--- config.mk ---
export PLATFORM = sky130hd
export DESIGN_NAME = vram_pattern_gen_flat
export DESIGN_NICKNAME = d
export VERILOG_FILES = /design/src/rtl/vram_pattern_gen_if.sv /design/src/rtl/vram_pattern_gen.sv /design/src/flat_wrapper.sv
export SDC_FILE = /design/constraint.sdc
export NUM_CORES = 1
export LEC_CHECK = 0
export ABC_AREA = 0
export ABC_CLOCK_PERIOD_IN_PS = 4000
export BUFFER_PORTS_ARGS = -buffer_cell sky130_fd_sc_hd__buf_2
export CAP_MARGIN = 10
export CELL_PAD_IN_SITES_DETAIL_PLACEMENT = 0
export CELL_PAD_IN_SITES_GLOBAL_PLACEMENT = 1
export CORE_UTILIZATION = 45
export DETAILED_ROUTE_END_ITERATION = 12
export PLACE_DENSITY = 0.79
export SLEW_MARGIN = 10
export SYNTH_ARGS = -nofsm -noshare
export SYNTH_HDL_FRONTEND = slang
export SYNTH_SLANG_ARGS = --single-unit
--- constraint.sdc ---
create_clock -name clk -period 4 [get_ports clk]
set_input_delay 0.8 -clock clk [delete_from_list [all_inputs] [get_ports clk]]
set_output_delay 0.8 -clock clk [all_outputs]
set_load 0.02 [all_outputs]
--- src/rtl/vram_pattern_gen_if.sv ---
// Control and RAM port B bundle for the VRAM pattern engine.
// slave is the engine side, master is the host plus RAM side.
interface vram_pattern_gen_if #(
  parameter int ADDR_W = 12,
  parameter int DIV_W  = 16
) ();
  logic              start;
  logic [1:0]        mode;
  logic [7:0]        seed;
  logic [DIV_W-1:0]  div;
  logic              verify;
  logic              busy;
  logic              done;
  logic              err;
  logic [ADDR_W-1:0] err_addr;
  logic [ADDR_W-1:0] addr_b;
  logic [31:0]       data_b;
  logic              we_b;
  logic [31:0]       q_b;

  modport slave (
    input  start, mode, seed, div, verify, q_b,
    output busy, done, err, err_addr,
    output addr_b, data_b, we_b
  );

  modport master (
    output start, mode, seed, div, verify, q_b,
    input  busy, done, err, err_addr,
    input  addr_b, data_b, we_b
  );
endinterface

--- src/rtl/vram_pattern_gen.sv ---
// VRAM port B test-pattern engine: paced write sweep with
// optional read-back verify and first-mismatch capture.
module vram_pattern_gen #(
  parameter int          ADDR_W = 12,
  parameter int          DEPTH  = 4096,
  parameter int          DIV_W  = 16,
  parameter logic [5:0]  ATTR_A = 6'b111010,
  parameter logic [9:0]  ATTR_B = 10'b1010010000
) (
  input logic          clk,
  input logic          rst_n,
  vram_pattern_gen_if.slave bus
);

  typedef enum logic [2:0] {
    IDLE, WR, GAP, RD, DONE
  } state_t;

  localparam logic [ADDR_W-1:0] LAST = ADDR_W'(DEPTH - 1);

  state_t            state;
  logic [1:0]        mode_l;
  logic [7:0]        seed_l;
  logic [DIV_W-1:0]  div_l;
  logic              verify_l;
  logic [ADDR_W-1:0] a;
  logic [7:0]        v;
  logic [DIV_W-1:0]  cnt;
  logic [31:0]       exp_w;
  logic [ADDR_W-1:0] exp_a;
  logic              cmp_vld;
  logic              busy;
  logic              done;
  logic              err;
  logic [ADDR_W-1:0] err_addr;
  logic [ADDR_W-1:0] addr_b;
  logic [31:0]       data_b;
  logic              we_b;

  function automatic logic [31:0] pat(
    input logic [1:0]        m,
    input logic [ADDR_W-1:0] aa,
    input logic [7:0]        vv,
    input logic [7:0]        sd
  );
    logic [31:0] w;
    unique case (m)
      2'd0:    w = {vv, ATTR_A, vv + 8'd1, ATTR_B};
      2'd1:    w = {4{sd}};
      2'd2:    w = 32'(aa);
      default: w = aa[0] ? 32'h5555_5555 : 32'hAAAA_AAAA;
    endcase
    return w;
  endfunction

  always_ff @(posedge clk or negedge rst_n) begin
    if (!rst_n) begin
      state    <= IDLE;
      mode_l   <= '0;
      seed_l   <= '0;
      div_l    <= '0;
      verify_l <= 1'b0;
      a        <= '0;
      v        <= '0;
      cnt      <= '0;
      exp_w    <= '0;
      exp_a    <= '0;
      cmp_vld  <= 1'b0;
      busy     <= 1'b0;
      done     <= 1'b0;
      err      <= 1'b0;
      err_addr <= '0;
      addr_b   <= '0;
      data_b   <= '0;
      we_b     <= 1'b0;
    end else begin
      done <= 1'b0;
      unique case (state)
        IDLE: begin
          if (bus.start) begin
            mode_l   <= bus.mode;
            seed_l   <= bus.seed;
            div_l    <= bus.div;
            verify_l <= bus.verify;
            a        <= '0;
            v        <= bus.seed;
            err      <= 1'b0;
            err_addr <= '0;
            busy     <= 1'b1;
            we_b     <= 1'b1;
            addr_b   <= '0;
            data_b   <= pat(bus.mode, '0,
                            bus.seed, bus.seed);
            state    <= WR;
          end
        end
        WR: begin
          we_b <= 1'b0;
          if (a == LAST) begin
            a <= '0;
            v <= seed_l;
            if (verify_l) begin
              addr_b  <= '0;
              cmp_vld <= 1'b0;
              state   <= RD;
            end else begin
              busy  <= 1'b0;
              done  <= 1'b1;
              state <= DONE;
            end
          end else begin
            a <= a + 1'b1;
            v <= v + 8'd1;
            if (div_l != '0) begin
              cnt   <= div_l;
              state <= GAP;
            end else begin
              we_b   <= 1'b1;
              addr_b <= a + 1'b1;
              data_b <= pat(mode_l, a + 1'b1,
                            v + 8'd1, seed_l);
            end
          end
        end
        GAP: begin
          if (cnt == DIV_W'(1)) begin
            we_b   <= 1'b1;
            addr_b <= a;
            data_b <= pat(mode_l, a, v, seed_l);
            state  <= WR;
          end else begin
            cnt <= cnt - 1'b1;
          end
        end
        RD: begin
          // q_b now holds the word for the address issued last cycle
          if (cmp_vld &&
              (bus.q_b != exp_w || exp_a == LAST)) begin
            if (bus.q_b != exp_w) begin
              err      <= 1'b1;
              err_addr <= exp_a;
            end
            busy  <= 1'b0;
            done  <= 1'b1;
            state <= DONE;
          end else begin
            exp_w   <= pat(mode_l, a, v, seed_l);
            exp_a   <= a;
            cmp_vld <= 1'b1;
            if (a != LAST) begin
              a      <= a + 1'b1;
              v      <= v + 8'd1;
              addr_b <= a + 1'b1;
            end
          end
        end
        DONE: begin
          state <= IDLE;
        end
        default: begin
          state <= IDLE;
        end
      endcase
    end
  end

  assign bus.busy     = busy;
  assign bus.done     = done;
  assign bus.err      = err;
  assign bus.err_addr = err_addr;
  assign bus.addr_b   = addr_b;
  assign bus.data_b   = data_b;
  assign bus.we_b     = we_b;

endmodule

--- src/flat_wrapper.sv ---
// flat-port wrapper written by rule: the top's interface ports become plain ports
module vram_pattern_gen_flat 
#(
  parameter int          ADDR_W = 12,
  parameter int          DEPTH  = 4096,
  parameter int          DIV_W  = 16,
  parameter logic [5:0]  ATTR_A = 6'b111010,
  parameter logic [9:0]  ATTR_B = 10'b1010010000
)
  (clk, rst_n, bus_start, bus_mode, bus_seed, bus_div, bus_verify, bus_q_b, bus_busy, bus_done, bus_err, bus_err_addr, bus_addr_b, bus_data_b, bus_we_b);
  vram_pattern_gen_if #(.ADDR_W(ADDR_W), .DIV_W(DIV_W)) bus_i ();
  input logic clk;
  input logic rst_n;
  input wire logic [$bits(bus_i.start)-1:0] bus_start;
  input wire logic [$bits(bus_i.mode)-1:0] bus_mode;
  input wire logic [$bits(bus_i.seed)-1:0] bus_seed;
  input wire logic [$bits(bus_i.div)-1:0] bus_div;
  input wire logic [$bits(bus_i.verify)-1:0] bus_verify;
  input wire logic [$bits(bus_i.q_b)-1:0] bus_q_b;
  output wire logic [$bits(bus_i.busy)-1:0] bus_busy;
  output wire logic [$bits(bus_i.done)-1:0] bus_done;
  output wire logic [$bits(bus_i.err)-1:0] bus_err;
  output wire logic [$bits(bus_i.err_addr)-1:0] bus_err_addr;
  output wire logic [$bits(bus_i.addr_b)-1:0] bus_addr_b;
  output wire logic [$bits(bus_i.data_b)-1:0] bus_data_b;
  output wire logic [$bits(bus_i.we_b)-1:0] bus_we_b;
  assign bus_i.start = bus_start;
  assign bus_i.mode = bus_mode;
  assign bus_i.seed = bus_seed;
  assign bus_i.div = bus_div;
  assign bus_i.verify = bus_verify;
  assign bus_i.q_b = bus_q_b;
  assign bus_busy = bus_i.busy;
  assign bus_done = bus_i.done;
  assign bus_err = bus_i.err;
  assign bus_err_addr = bus_i.err_addr;
  assign bus_addr_b = bus_i.addr_b;
  assign bus_data_b = bus_i.data_b;
  assign bus_we_b = bus_i.we_b;
  vram_pattern_gen #(.ADDR_W(ADDR_W), .DEPTH(DEPTH), .DIV_W(DIV_W), .ATTR_A(ATTR_A), .ATTR_B(ATTR_B)) u_core (.clk(clk), .rst_n(rst_n), .bus(bus_i));
endmodule
* After elaboration in Yosys (flattened, before gate mapping) *
Index checks and enable logic that the tools add are counted.

cells by class
  $add $sub $neg = 5
  eq/ne operators = 28
  muxes and demuxes = 60
  bitwise gates (word level) = 1
  reduce and logical (&&, ||, !) cells = 23

operators with widths
  operator                                                                 number
  32-bit one-hot mux with 3 select lines                                   4
  32-bit two-way mux                                                       6
  12-bit two-way mux                                                       10
  16-bit two-way mux                                                       3
  12-bit one-hot mux with 4 select lines                                   1
  12-bit one-hot mux with 3 select lines                                   1
  8-bit two-way mux                                                        4
  32-bit != test                                                           1
  16-bit one-hot mux with 2 select lines                                   1
  8-bit by 1-bit adder with 8-bit output (second input constant)           3
  12-bit equality test (second input constant)                             2
  12-bit one-hot mux with 2 select lines                                   1
  8-bit one-hot mux with 3 select lines                                    1
  4-bit AND reduction                                                      5
  3-bit two-way mux                                                        6
  16-bit by 1-bit equality test with 1-bit output (second input constant)  1
  1-bit two-way mux                                                        16
  16-bit nonzero test                                                      1
  16-bit by 1-bit subtractor with 16-bit output (second input constant)    1
  2-bit by 1-bit != test with 1-bit output (second input constant)         7
  12-bit by 1-bit adder with 12-bit output (second input constant)         1
  12-bit != test (second input constant)                                   1
  2-bit != test (second input constant)                                    6
  3-bit one-hot mux with 4 select lines                                    1
  other kinds (20)                                                         33

word-level totals
  bits in registers = 171
  input port bits = 62
  output and inout port bits = 60
  logic and storage cells = 135

* Longest topological paths before layout *
Gate-level depths: netlist (run 1).

  word-level depth = 6
  mapped depth = 10
  depth with buffers taken out = 8

* Least setup slack after synthesis (run 1) *
Ideal clock, no wire load.

  path kind = input to register
  from = input port bus_q_b[13]
  to = register u_core.addr_b[10], in the netlist u_core.bus.addr_b[10]
  library setup time = 0.132 ns
  arrival time = 2.603 ns
  setup slack = 1.266 ns
  stages on the path = 7
  path buffers = 1
  path through = xor2_1 nor4_1 nand4_1 o31a_1 or4_1 buf_2 o2bb2ai_1

between the ends
  word-level cells in the longest chain between the ends = 5

RTL lines
  element                               RTL line                 text
  start, declared                       flat_wrapper.sv:19       input wire logic [$bits(bus_i.q_b)-1:0] bus_q_b;
  32-bit != test                        vram_pattern_gen.sv:138  (bus.q_b != exp_w || exp_a == LAST)) begin
  1-bit logical OR                      vram_pattern_gen.sv:138
  1-bit logical AND                     vram_pattern_gen.sv:137  if (cmp_vld &&
  2-bit != test (no source line)        n/a
  7-bit AND reduction (no source line)  n/a
  end signal, assigned                  vram_pattern_gen.sv:119  addr_b <= a + 1'b1;
  end signal, assigned                  vram_pattern_gen.sv:153  addr_b <= a + 1'b1;
  end, declared                         vram_pattern_gen.sv:36   logic [ADDR_W-1:0] addr_b;

No other way between the ends.
A chain may end at the register's enable or synchronous reset.

* Worst setup path in the final report (run 1) *
  from = input port bus_q_b[29]
  to = register u_core.addr_b[7], in the netlist u_core.bus.addr_b[7]

The elaborated chain is that of the path after synthesis.

==> results of run 1 <==
==> flip-flops by register name, summed over array words and instances (netlist names) <==
| name | count |
|---|---|
| u_core.bus.data_b | 32 |
| u_core.bus.done | 1 |
| u_core.exp_a | 12 |
| u_core.cnt | 16 |
| u_core.verify_l | 1 |
| u_core.cmp_vld | 1 |
| u_core.state | 3 |
| u_core.exp_w | 32 |
| u_core.bus.err | 1 |
| u_core.bus.busy | 1 |
| u_core.v | 8 |
| u_core.bus.we_b | 1 |
| u_core.mode_l | 2 |
| u_core.div_l | 16 |
| u_core.a | 12 |
| u_core.bus.err_addr | 12 |
| u_core.seed_l | 8 |
| u_core.bus.addr_b | 12 |
==> metrics by stage <==
step	setup slack (ps)	utilization	instances	power [uW]
6_report	895.1	0.5351	1433	3648
5_1_grt	710.0	0.5351	1433	3751
4_1_cts	867.3	0.5351	1433	3676
3_5_place_dp	435.8	0.5055	1401	1886
3_3_place_gp	540.3	0.5055	1401	1884
2_1_floorplan	1266	-	1050	1799
==> power groups by stage <==
stage               logic [uW]  clock network, uW  registers [uW]
floorplan                 37.0                  0            1760
global placement           123                  0            1760
detailed placement         124                  0            1760
CTS                        125               1820            1730
global route               137               1890            1730
finish                     122               1800            1730
==> Yosys cell counts, drive strengths merged (5+ instances only) <==
cell / number
nand4: 12
o221ai: 11
mux2i: 12
nand3: 20
o31ai: 11
inv: 24
ha: 6
or3: 5
buf: 28
nand2b: 5
o2bb2ai: 14
nor4: 20
mux2: 67
a211oi: 6
o21a: 5
a21o: 9
xor2: 41
o41ai: 6
xnor2: 20
and4: 8
a21oi: 75
clkbuf: 53
nor3: 19
a22o: 20
nor2: 67
a221oi: 14
nand2: 94
o21ai: 136
and2: 6
dfrtp: 171
==> routing by layer <==
layer,vias to the layer above,track usage
met1,4234,0.4048
met3,75,0.05303
met5,-,0
li1,4038,-
met4,0,0.1192
met2,373,0.4525
==> how the worst max path moves through the flow <==
stage / endpoint
floorplan: u_core.bus.addr_b[10]
global placement: u_core.bus.addr_b[2]
detailed placement: u_core.bus.addr_b[0]
CTS: u_core.bus.addr_b[9]
global route: u_core.bus.addr_b[7]
finish: u_core.bus.addr_b[7]
==> kinds of logic after synthesis <==
family / after synthesis
AO/OA/AOI/OAI: 349
XOR/XNOR: 61
adder cells (fa/ha/maj): 6
buffers and inverters: 107
flip-flops: 171
multiplexers: 79
AND/OR/NAND/NOR: 277
==> final cells by class <==
cell class | count | area, um2 | share of cell area
timing repair buffer | 157 | 894.6 | 0.07854
tap | 275 | 344.1 | 0.03021
inverter | 26 | 97.59 | 0.008568
clock inverter | 12 | 173.9 | 0.01527
sequential | 171 | 4279 | 0.3757
clock buffer | 20 | 456.7 | 0.04009
multi-input combinational | 772 | 5145 | 0.4517
==> impl_metrics.json, run 1 <==
{
  "status": "complete, no violations",
  "startpoint": "bus_q_b[29]",
  "core_area_mm2": 0.02129,
  "synth_xor_area_frac": 0.05412,
  "gp_congestion": 0.9910,
  "dp_hpwl_um": 23790,
  "die_height_um": 150.1,
  "dpl_cell_area_mm2": 0.01076,
  "path_delay_family": "simple AND/OR/NAND/NOR gates",
  "die_w_um": 150.1,
  "setup_tns_ps": 0,
  "yosysUniqueCellTypes": 68,
  "yosysTopAreaCell": "dfrtp_1",
  "dr.pass1.iters": 7,
  "worstPathRequired_ps": 4310,
  "drcViolationCount": 0,
  "viasPerCell": 6.085,
  "io_pins": 122,
  "netlist_top_cells_area": "dfrtp_1 (43%), o21ai_0 (6.8%), mux2_2 (5.0%)",
  "worst_slew_pin_slew_ps": 1031,
  "rsz0062_at_grt": "false",
  "root_buffer": "clkbuf_16",
  "cts.sinks": 171,
  "wl_um": 32020,
  "path_max_fanout": 12,
  "r2r-end": "u_core.bus.addr_b[7]",
  "grt_remaining_overflow": 0,
  "m1WireLength_um": 14350,
  "synthAdderAreaFrac": 0.007605,
  "setup_viol": 0,
  "layout.nets": 1213,
  "clk_latency_ps": 440,
  "wl_met2_um": 14410,
  "cts_hold_repair.buffers": 0,
  "routed-wl-met3_um": 2132,
  "rrSetupSlack_ps": 940,
  "num_vias": 8720,
  "max-slew-margin-rel": 0.3128,
  "finClkSkew_ps": 10.64,
  "fin_area_mm2": 0.01139,
  "rr_startpoint": "u_core.exp_w[29]",
  "io_buffers": 121,
  "r2r_cells": 7,
  "h-tree-depth": 4,
  "power.share.clock": 0.493,
  "p_sw_frac": 0.2309,
  "synth-compound-area-share": 0.2247,
  "start_util": 0.4638,
  "wl_per_cell_um": 22.35,
  "critPathLaunchType": "input pin",
  "path_clk_slew_ps": 70,
  "cp_slowest_stage_delay_ps": 760,
  "yosys.area_share.simple": 0.1370,
  "antenna_found_initial": 0,
  "synth_top_family_by_area": "compound AO/OA/AOI/OAI gates",
  "syn_area_mm2": 0.009872,
  "synthMuxAreaShare": 0.09620,
  "cts_tree": "built",
  "worstPathCellList": "buf_2 -> xor2_1 -> nor4_1 -> nand4_1 -> o31a_1 -> buf_4 -> or4_1 -> o2bb2ai_1",
  "vdd_drop_max_mv": 0.2544,
  "powerDensity_mw_per_mm2": 320.3,
  "slew_violations": 0,
  "ys_warn_count": 0,
  "syn-instance-count": 1050,
  "grt_use_total": 0.2928,
  "cts_setup_buffers": 0,
  "grt_pass1_vias": 8247,
  "synth_edf_count": 0,
  "fin_crit_ps": 3105,
  "areaGrowthSynthToFinish_pct": 15.39,
  "intPower_uw": 2806,
  "synth-seq-area-share": 0.4335,
  "worstSetupPathType": "in -> reg",
  "avgSynthCellArea_um2": 9.402,
  "highest_layer": "met4",
  "switchingPower_uw": 842.4,
  "layout_commonest_cell": "dfrtp_1",
  "maxCapViolations": 0,
  "numCtsBuffers": 17,
  "critPathArrivalTime_ps": 3410,
  "path_buf_inv": 2,
  "drtIter0Drc": 877,
  "fmax_ghz": 0.3221,
  "diodes": 0,
  "clockBufferDepth": 2,
  "hold_path.class": "in -> async",
  "grt_max_degree": 79,
  "p_leak_uw": 0.005216,
  "dieArea_mm2": 0.02253,
  "grt_pass1_wl_um": 48960,
  "cp.depth": 8,
  "rows": 53,
  "dominantRegCellSynth": "dfrtp_1",
  "detail-route-antenna-nets": 0,
  "cts_resized": 0,
  "synth_async_sr_flop_share": 1.000,
  "cpMaxStageDelayCell": "or4_1",
  "fillers": 2021,
  "yosysTopAreaCellShare": 0.4335,
  "layout_common_cells": "dfrtp_1 (171), o21ai_0 (135), buf_2 (120), nand2_1 (94), a21oi_1 (75)",
  "synth_seq_cells": 171,
  "combPwrFrac": 0.033,
  "min_period_over_period": 0.7762,
  "seqPwrFrac": 0.474,
  "hold_slack_ps": 380.6,
  "drive_gt1_frac": 0.2340,
  "end_kind": "register",
  "finalHoldViolations": 0,
  "syn_nets": 1118
}
Power figures use the tool's default switching activity.
==> run 2: changes to the inputs <==
- ABC_CLOCK_PERIOD_IN_PS: 4000 -> 2700
- CORE_UTILIZATION: 45 -> 41
- PLACE_DENSITY: 0.79 -> 0.76
- clock period: 4 -> 2.7 ns (I/O delays scaled with it)
==> run 2 against run 1 <==
  * The flow now finishes with violations (negative hold slack)
  * Clock-buffer cell count is 3 lower
  * Register-to-register slack got worse by 880 ps
  * Combinational power grew 54%
  * First-iteration DRC count fell by 9.0%
  * Routed wire length is 3.1% higher
  * Worst hold slack lost 380 ps
  * Via count increased by 1.9%
  * Final cell count up 6.4%
  * Clock skew up 2.3 ps
  * Design area grew 4.3%
  * Setup slack got worse by 840 ps
  * Sequential power increased by 48%
  * Critical endpoint is now u_core.v[0]
==> impl_metrics.json, run 2 (synthesized netlist as in run 1, its figures left out) <==
{
  "finalHoldViolations": 2,
  "start_util": 0.4193,
  "root_buffer": "clkbuf_16",
  "die_height_um": 157.2,
  "rows": 56,
  "drcViolationCount": 0,
  "violations": "negative hold slack",
  "grt_pass1_wl_um": 51080,
  "vdd_drop_max_mv": 0.3574,
  "cts.sinks": 171,
  "fin_crit_ps": 2644,
  "worstSetupPathType": "reg -> reg",
  "max-slew-margin-rel": 0.3722,
  "reg_top3": "u_core.bus.data_b: 32 flops, u_core.exp_w: 32 flops",
  "worstPathRequired_ps": 3030,
  "detail-route-antenna-nets": 0,
  "path_clk_slew_ps": 80,
  "setup_viol": 0,
  "core_area_mm2": 0.02354,
  "viasPerCell": 5.824,
  "clockBufferDepth": 2,
  "die_w_um": 157.2,
  "grt_remaining_overflow": 0,
  "hold_slack_ps": -1.104,
  "worst_slew_pin_slew_ps": 941.7,
  "worstPathCellList": "xor2_1 -> nor4_2 -> nand4_1 -> o31a_1 -> or2_1 -> buf_12 -> a221o_1",
  "layout_common_cells": "dfrtp_1 (171), o21ai_0 (135), buf_2 (120), nand2_1 (94), buf_4 (76)",
  "wl_per_cell_um": 21.65,
  "dr.pass1.iters": 6,
  "diodes": 0,
  "dieArea_mm2": 0.02470,
  "h-tree-depth": 4,
  "final_util": 0.5047,
  "areaGrowthSynthToFinish_pct": 20.37,
  "r2r-end": "u_core.v[0]",
  "drive_gt1_frac": 0.2703,
  "rr_startpoint": "u_core.exp_w[31]",
  "slew_violations": 0,
  "dp_hpwl_um": 24800,
  "layout.nets": 1261,
  "finClkSkew_ps": 12.96,
  "startpoint": "u_core.exp_w[31]",
  "drtIter0Drc": 798,
  "critPathLaunchType": "register",
  "powerDensity_mw_per_mm2": 440.5,
  "wl_um": 33010,
  "num_vias": 8882,
  "cts_tree": "built",
  "gp_congestion": 1.005,
  "p_leak_uw": 0.005489,
  "end_kind": "register",
  "layout_commonest_cell": "dfrtp_1",
  "rrSetupSlack_ps": 60,
  "fmax_ghz": 0.3782,
  "cp-endpoint": "u_core.v[0]",
  "antenna_found_initial": 1,
  "cp_slowest_stage_delay_ps": 440,
  "numCtsBuffers": 17,
  "grt_use_total": 0.2770,
  "clk_latency_ps": 440,
  "io_pins": 122,
  "maxCapViolations": 0,
  "r2r_cells": 7,
  "power_uw": 5235,
  "io_buffers": 121,
  "critPathArrivalTime_ps": 2980,
  "hold_path.class": "in -> async",
  "grt_max_degree": 59,
  "path_max_fanout": 20,
  "grt_pass1_vias": 8552,
  "status": "finished with violations",
  "cpMaxStageDelayCell": "o31a_1",
  "min_period_over_period": 0.9793
}
## run 2: changes by cell type in the layout (fill, tap and decap cells not counted), moves of 2 or more
cell | previous run | this run
buf_12 | 1 | 6
buf_4 | 35 | 76
bufinv_16 | 3 | 0
clkbuf_8 | 2 | 0
clkinv_8 | 0 | 3
inv_8 | 3 | 7
nor4_1 | 16 | 14
nor4_2 | 4 | 6
## run 2: worst min path at each step
stage                   startpoint                endpoint  slack (ps)  cells past startpoint
CTS                          rst_n  u_core.bus.err_addr[3]           2                      1
floorplan                    rst_n             u_core.a[0]         240                      0
global route                 rst_n  u_core.bus.err_addr[3]          10                      1
finish                       rst_n        u_core.exp_a[11]          -1                      1
detailed placement  u_core.bus.err          u_core.bus.err         470                      1
global placement    u_core.bus.err          u_core.bus.err         460                      1
## run 2: area by class of cell
class,instances,area (um2)
clock buffers,17,425.4
clock inverters,15,170.2
fillers,2229,11660
inverters,26,97.59
multi-input cells,772,5182
flip-flops and latches,171,4279
well taps,319,399.1
repair buffers,205,1329
## run 2: routing by layer
layer  routed length, um  share of wire  GRT usage
met2               15360           0.47     0.4450
met3                2200          0.067    0.04515
met4                 869          0.026    0.09108
met5                   0              0          0
met1               14580           0.44     0.3795
## run 2: what timing repair did
| action | 4_1_cts | 5_1_grt |
|---|---|---|
| endpoints found under the setup margin | 6 | 48 |
| pin swaps | 2 | 6 |
| gates resized for setup | 0 | 10 |
| buffers inserted | 2 | 1 |
| hold buffers | 0 | 0 |
## run 2: critical path: cells and delay by family, from the launching register on
family | cells | cell delay [ps]
and+or+nand+nor | 3 | 990
DFF | 1 | 400
buffers and inverters | 1 | 170
xor gates and xnor gates | 1 | 180
AOI/OAI and AO/OA | 2 | 790
## run 2: through the flow
stage	hold WS [ps]	cell area (um2)	worst slack [ps]	setup TNS, ps	std cells
3_3_place_gp	457.2	11220	-142.6	-2363	1490
2_1_floorplan	244.4	9872	205.0	0	1050
5_1_grt	10.52	11880	-2.313	-2.313	1525
3_5_place_dp	468.7	11220	-236.1	-6055	1490
6_report	-1.104	11880	55.78	0	1525
4_1_cts	1.977	11830	2.548	0	1524
## run 2: where the power goes
part | switching [uW] | internal [uW] | total, uW
Combinational | 122 | 66.2 | 188
Sequential | 0.00000000552 | 2560 | 2560
Clock | 1230 | 1250 | 2490
==> run 3: changes to the inputs <==
==> constraint.sdc (replaced) <==
create_clock -name clk -period 2.7 [get_ports clk]
set_input_delay 0.27 -clock clk [delete_from_list [all_inputs] [get_ports clk]]
set_output_delay 0.27 -clock clk [all_outputs]
set_load 0.02 [all_outputs]
==> run 3 against run 2 <==
  * The run now ends clean
  * Maximum frequency increased by 2.1%
  * Via count grew 0.69%
  * Setup slack better by 53 ps
  * Critical path depth increased by 1
  * Die area stayed put
  * Sequential power is essentially flat
  * Register-to-register slack better by 50 ps
  * Combinational power about the same
  * Core utilization grew 0.37 points
  * Routed wire length up 1.8%
  * Design area rose by 0.74%
  * Critical path type unchanged
==> impl_metrics.json, run 3 (synthesized netlist as in run 1, its figures left out) <==
{
  "clk_latency_ps": 450,
  "num_vias": 8943,
  "powerDensity_mw_per_mm2": 439.5,
  "hold_end": "u_core.verify_l",
  "core_area_mm2": 0.02354,
  "die_w_um": 157.2,
  "cts.sinks": 171,
  "r2r_cells": 8,
  "worstSetupPathType": "reg -> reg",
  "dp_hpwl_um": 24880,
  "grt_max_degree": 69,
  "grt_use_total": 0.2795,
  "maxCapViolations": 0,
  "critPathLaunchType": "register",
  "wl_per_cell_um": 21.98,
  "reg_top3": "u_core.bus.data_b: 32 flops, u_core.exp_w: 32 flops",
  "dieArea_mm2": 0.02470,
  "drtIter0Drc": 812,
  "io_buffers": 121,
  "max-slew-margin-rel": 0.3411,
  "place_inst": 1493,
  "detail-route-antenna-nets": 0,
  "path_clk_slew_ps": 80,
  "min_period_over_period": 0.9596,
  "worst_slew_pin_slew_ps": 988.4,
  "fmax_ghz": 0.3860,
  "hold_slack_ps": 39.84,
  "worstPathRequired_ps": 3030,
  "rr_startpoint": "u_core.exp_w[0]",
  "areaGrowthSynthToFinish_pct": 21.25,
  "h-tree-depth": 4,
  "die_height_um": 157.2,
  "antenna_found_initial": 0,
  "finalHoldViolations": 0,
  "grt_remaining_overflow": 0,
  "cpMaxStageDelayCell": "dfrtp_1",
  "clockBufferDepth": 2,
  "root_buffer": "clkbuf_16",
  "p_leak_uw": 0.005528,
  "diodes": 0,
  "rrSetupSlack_ps": 110,
  "grt_pass1_vias": 8695,
  "numCtsBuffers": 17,
  "grt_pass1_wl_um": 51660,
  "fin_crit_ps": 2591,
  "io_pins": 122,
  "dr.pass1.iters": 5,
  "hold_start": "bus_verify",
  "final_util": 0.5085,
  "layout.nets": 1265,
  "finClkSkew_ps": 16.20,
  "wl_um": 33620,
  "status": "complete, no violations",
  "cts_tree": "built",
  "fillers": 2302,
  "stdcell_count": 1529,
  "vdd_drop_max_mv": 0.3703,
  "setup_tns_ps": 0,
  "drcViolationCount": 0,
  "setup_viol": 0,
  "gp_congestion": 0.9697,
  "path_buf_inv": 2,
  "critPathArrivalTime_ps": 2920,
  "viasPerCell": 5.849,
  "multiInputGateArea_mm2": 0.005214,
  "min_path_cells": 3,
  "rows": 56,
  "r2r-end": "u_core.exp_a[10]",
  "slew_violations": 0,
  "path_delay_family": "simple AND/OR/NAND/NOR gates",
  "path_common_cell": "buf_4",
  "path_max_fanout": 12,
  "worstPathCellList": "xor2_1 -> nor4_2 -> nand4_1 -> buf_4 -> o31a_1 -> or2_4 -> buf_4 -> mux2_4",
  "drive_gt1_frac": 0.2744,
  "layout_commonest_cell": "dfrtp_1",
  "end_kind": "register",
  "hold_path.class": "in -> reg",
  "start_util": 0.4193,
  "register_area_mm2": 0.004279,
  "cp_slowest_stage_delay_ps": 400,
  "layout_common_cells": "dfrtp_1 (171), o21ai_0 (135), buf_2 (120), nand2_1 (94), buf_4 (78)"
}
run 3: through the flow:
stage / power, uW / area [um2] / setup WS, ps
2_1_floorplan: 2665 / 9872 / 205.0
3_3_place_gp: 2794 / 11250 / 60.26
3_5_place_dp: 2796 / 11250 / -51.81
4_1_cts: 5299 / 11870 / 0.2596
5_1_grt: 5426 / 11970 / -0.6730
6_report: 5260 / 11970 / 109.1
run 3: metal layers:
metal / track usage / vias to the layer above / share of wire
met5: 0 / - / 0
met4: 0.1096 / 0 / 0.032
met3: 0.05121 / 69 / 0.065
met2: 0.4349 / 341 / 0.46
met1: 0.3846 / 4384 / 0.44
li1: - / 4149 / -
run 3: timing repair:
item / 4_1_cts / 5_1_grt
hold buffers: 1 / 0
endpoints found under the hold margin: 64 / 0
endpoints found under the setup margin: 12 / 43
pin swaps: 2 / 3
gates cloned: 0 / 1
setup buffers: 2 / 0
resized for setup: 0 / 13
run 3: layout make-up:
| class | count | area share |
|---|---|---|
| repair buffers | 209 | 0.1156 |
| well taps | 319 | 0.03334 |
| inverters | 26 | 0.008153 |
| clock inverters | 15 | 0.01432 |
| multi-input cells | 772 | 0.4356 |
| flip-flops and latches | 171 | 0.3575 |
| clock buffers | 17 | 0.03554 |
run 3: tightest hold or removal path, cell delays in order:
cell and delay, ps:
buf_2 80, nand2_1 40, o21ai_0 60
run 3: how the worst max path moves through the flow:
stage                      from                   end  cells after the start
6_report        u_core.exp_w[0]      u_core.exp_a[10]                      8
5_1_grt         u_core.exp_w[0]           u_core.a[3]                      7
4_1_cts        u_core.exp_w[14]      u_core.exp_w[11]                      8
3_5_place_dp   u_core.exp_w[14]  u_core.bus.addr_b[3]                      7
3_3_place_gp   u_core.exp_w[14]  u_core.bus.addr_b[4]                      7
2_1_floorplan       u_core.a[1]           u_core.v[0]                      9
run 3: power by group:
group          switching (uW)  internal, uW  leakage, uW  total, uW
registers       0.00000000479          2560      0.00212       2560
clock network            1260          1250     0.000294       2520
logic                     121          64.8      0.00311        186
